<file path="config.mk">
export PLATFORM = sky130hd
export DESIGN_NAME = booth_mult_seq
export DESIGN_NICKNAME = d
export VERILOG_FILES = /design/src/rtl/booth_mult_seq.sv
export SDC_FILE = /design/constraint.sdc
export NUM_CORES = 1
export LEC_CHECK = 0
export CAP_MARGIN = 20
export CORE_MARGIN = 3
export CORE_UTILIZATION = 48
export DETAILED_ROUTE_END_ITERATION = 7
export GPL_TIMING_DRIVEN = 0
export PLACE_DENSITY = 0.75
export SYNTH_ARGS = -nofsm -noshare
export SYNTH_HDL_FRONTEND = slang
export SYNTH_SLANG_ARGS = --single-unit
export TNS_END_PERCENT = 20
</file>
<file path="constraint.sdc">
create_clock -name clk -period 2.5 [get_ports clk]
set_input_delay 0.25 -clock clk [delete_from_list [all_inputs] [get_ports clk]]
set_output_delay 0.25 -clock clk [all_outputs]
set_load 0.005 [all_outputs]
</file>
<file path="src/rtl/booth_mult_seq.sv">
// booth_mult_seq: radix-2 Booth signed multiplier, one add/sub step per enabled clock.
module booth_mult_seq #(
    parameter int WIDTH = 8
) (
    input  logic               clk,
    input  logic               reset,
    input  logic               ena,
    input  logic               start,
    input  logic [WIDTH-1:0]   dataa,
    input  logic [WIDTH-1:0]   datab,
    output logic               busy,
    output logic               done,
    output logic [2*WIDTH-1:0] result
);
    localparam int CW = $clog2(WIDTH + 1);
    typedef enum logic [1:0] {IDLE, CALC, DONE} state_t;
    state_t state, state_n;
    logic [WIDTH:0] a, a_n, m, m_n, sum, step;
    logic [WIDTH-1:0] q, q_n;
    logic q_1, q_1_n, done_n;
    logic [CW-1:0] count, count_n;
    logic [2*WIDTH-1:0] result_n;
    assign busy = state == CALC;
    always_comb begin
        state_n  = state;
        a_n      = a;
        q_n      = q;
        q_1_n    = q_1;
        m_n      = m;
        count_n  = count;
        result_n = result;
        done_n   = 1'b0;
        // {Q[0],q_1}=10 subtracts, 01 adds, equal bits leave A unchanged
        sum  = (q[0] & ~q_1) ? a - m : a + m;
        step = (q[0] ^ q_1) ? sum : a;
        if (state == IDLE && start) begin
            state_n = CALC;
            a_n     = '0;
            q_n     = datab;
            q_1_n   = 1'b0;
            m_n     = {dataa[WIDTH-1], dataa};
            count_n = CW'(WIDTH);
        end else if (state == CALC) begin
            a_n     = {step[WIDTH], step[WIDTH:1]};
            q_n     = {step[0], q[WIDTH-1:1]};
            q_1_n   = q[0];
            count_n = count - CW'(1);
            state_n = count == CW'(1) ? DONE : CALC;
        end else if (state == DONE) begin
            state_n  = IDLE;
            result_n = {a[WIDTH-1:0], q};
            done_n   = 1'b1;
        end
    end
    always_ff @(posedge clk) begin
        if (reset) begin
            state  <= IDLE;
            a      <= '0;
            q      <= '0;
            q_1    <= 1'b0;
            m      <= '0;
            count  <= '0;
            result <= '0;
            done   <= 1'b0;
        end else if (ena) begin
            state  <= state_n;
            a      <= a_n;
            q      <= q_n;
            q_1    <= q_1_n;
            m      <= m_n;
            count  <= count_n;
            result <= result_n;
            done   <= done_n;
        end
    end
endmodule
</file>
==> flow_metrics.tcl <==
set metrics [dict create \
    layout.nets 389 \
    power.total_mw 1.70 \
    dieHeight_um 77.6 \
    n_antenna_cell 0 \
    vias 2275 \
    placement.io_buffers 37 \
    clockRootBuffer "clkbuf_8" \
    grt_usage_pct 19.6 \
    hp-class "reg2reg" \
    areaGrowthSynthToFinish_pct 27.1 \
    dp_cells 411 \
    synth_edf_count 0 \
    critPathArrivalTime_ps 2650 \
    powerDensity_nw_per_um2 543 \
    crit_fanout 5 \
    place_hpwl_um 4080 \
    ir_worst_vdd_mv 0.362 \
    ant_nets 0 \
    cts_sinks 48 \
    synthArstFlopShare_pct 0 \
    drt_pre_antenna_iters 5 \
    die_x_um 77.6 \
    use_met3_pct 3.25 \
    cts_tree "built" \
    yosysWarnings 0 \
    finalSetupViolations 0 \
    p_switching_uw 493 \
    post_drt_wl_per_cell_um 13.5 \
    rsz0062_at_grt "yes" \
    period_share_pct 98.2 \
    antenna_found_initial 0 \
    maxCapViolCount 0 \
    ctsLongestPathBuffers 2 \
    outcome "completed" \
    grt_pass1_wl_um 9480 \
    synthesis.nets 340 \
    post-place-ws_ps -203 \
    slew_violations 0 \
    cp-start-kind "register" \
    final_area_sq_um 3120 \
    overflow 0 \
    fp.dieArea_sq_um 6010 \
    max_slew_margin_pct 56.1 \
    synth.distinct_cells 43 \
    drive_gt1_share_pct 11.2 \
    gp_congestion 0.877 \
    hold_viol 0 \
    cp.required_ps 2700 \
    drt_iter0_markers 90 \
    p_seq_share_pct 48.0 \
    yosys.area_share.simple_pct 22.2 \
    grt.met2_usage_pct 33.0 \
    core_sq_um 4850 \
    max_freq_mhz 407 \
    clockPowerShare_pct 28.3 \
    via_per_inst 5.38 \
    post-route-util_pct 64.4 \
    ys_seq_elements 48 \
    busiest_layer "met2" \
    start_util_pct 50.7 \
    final_cells 423 \
    grt_max_degree 15 \
    internal_power_mw 1.20 \
    ios 38 \
    use_met1_pct 26.0 \
    drt_wl_total_um 5700 \
    dpl_cell_area_sq_um 2910 \
    cts_buffers 5 \
    syn_inst 307 \
    swShare_pct 29.1 \
    critPathCaptureType "register" \
    seq_area_frac_synth_pct 39.1 \
    grt_pass1_vias 2091 \
    ys.flop_type "dfxtp_1" \
    max_slew.worst_pin.slew_ps 656 \
    synth_xor_area_share_pct 3.56 \
    cts-htree-levels 2 \
    combPwrFrac_pct 23.6 \
    fin_crit_ps 2460 \
    syn_area_sq_um 2460 \
    cellLeakagePower_nw 1.12 \
    synth_top_family_by_area "simple AND/OR/NAND/NOR gates" \
    fin_worst_skew_ps 11.7 \
    syn_area_per_cell_sq_um 8.00 \
    worst_slack_ps 44.5 \
    synth_fa_ha_area_share_pct 6.92 \
    crit_type "reg2reg" \
    hold_buffers 0 \
    row_count 25 \
    clk_latency_ps 310 \
    clk_pin_slew_worst_paths_ps 80 \
    synthMuxAreaShare_pct 4.18 \
    synth_compound_area_share_pct 19.7 \
    drt_drc_violations_left 0 \
]
-- per-stage QoR --
stage               TNS, ps  hold WS [ps]
floorplan                 0           386
global route          -92.3           473
detailed placement     -243           446
finish                    0           454
global placement       -220           442
CTS                       0           458
-- synthesized netlist by cell type (all sizes together), types with 3 or more instances --
cell,n,share of area (%)
o21ai,8,1.6
a21oi,39,7.9
a22oi,4,1.2
ha,12,6.1
a211oi,12,3.7
nor2b,6,1.5
buf,5,1.1
xnor2,7,2.5
nor2,30,4.6
a31oi,3,0.76
nor3,9,1.8
clkbuf,10,1.5
inv,11,1.7
mux2i,8,3.3
o21a,4,1.2
xor2,3,1.1
nand2,60,9.2
dfxtp,48,39
-- what timing repair did --
item / in CTS / in global routing
resized for setup: 14 / 13
setup buffers: 2 / 3
hold endpoints to repair: 0 / 0
pin swaps: 4 / 7
cloned: 0 / 0
endpoints found under the setup margin: 4 / 5
-- layout make-up --
cell class,instances,area [sq um]
inverters,11,41.3
fillers,434,1720
clock buffers,6,82.6
flip-flops and latches,48,972
well taps,67,83.8
plain buffers,15,76.3
repair buffers,42,408
multi-input cells,233,1450
clock inverters,1,8.76
-- flip-flops by register name, indices dropped and copies added (netlist names) --
signal,flops
result,16
a,8
m,8
q,8
count,4
state,2
done,1
q_1,1
-- cell families (layout without fill, tap and decap cells) --
group	after synthesis	in the layout
multiplexers	10	10
XOR/XNOR	10	10
flip-flops	48	48
AND/OR/NAND/NOR	121	121
adder cells (fa/ha/maj)	13	13
AO/OA/AOI/OAI	79	79
buffers and inverters	26	75
-- worst paths after layout --
check,start,depth (start not counted),end,slack (ps)
min reg2reg,result[14],2,result[14],450
min,result[14],2,result[14],450
max,m[0],9,a[7],40
max reg2reg,m[0],9,a[7],40
-- cell usage in the layout, fill, tap and decap left out, types with 3 or more instances in the layout --
cell type,netlist,layout
nor2b_1,6,5
dfxtp_1,48,43
a211oi_1,12,12
nor3_1,9,9
ha_1,12,11
clkdlybuf4s50_1,0,37
a22oi_1,4,4
dfxtp_2,0,3
o21ai_0,8,7
xnor2_1,7,7
buf_4,1,6
mux2i_1,8,8
o21a_1,4,4
xor2_1,3,3
clkbuf_1,10,9
buf_2,4,4
a31oi_1,3,3
nand2_1,60,60
a21oi_1,39,37
inv_1,11,9
nor2_1,30,28
clkbuf_8,0,6
-- power groups by stage --
stage | combinational (mW) | sequential, mW | clock [mW]
2_1_floorplan | 0.256 | 0.826 | 0
3_3_place_gp | 0.341 | 0.831 | 0
3_5_place_dp | 0.345 | 0.832 | 0
4_1_cts | 0.372 | 0.814 | 0.490
5_1_grt | 0.442 | 0.820 | 0.524
6_report | 0.401 | 0.815 | 0.481
-- worst max-delay path: stages (launching register included) --
cell and delay, ps:
dfxtp_4 380, inv_1 60, ha_1 270, mux2_4 300, fa_2 430, nor2b_4 130, o31a_1 190, o21ai_2 90
mux2i_1 170, mux2_1 330
-- metal layers --
| layer | vias up | wire [um] | part of all wire (%) |
|---|---|---|---|
| met3 | 8 | 235 | 4.1 |
| met5 | - | 0 | 0 |
| met2 | 48 | 2730 | 48 |
| met1 | 1060 | 2670 | 47 |
| met4 | 0 | 71 | 1.2 |
| li1 | 1159 | - | - |
Note: power is estimated with default switching activity, not from simulation.
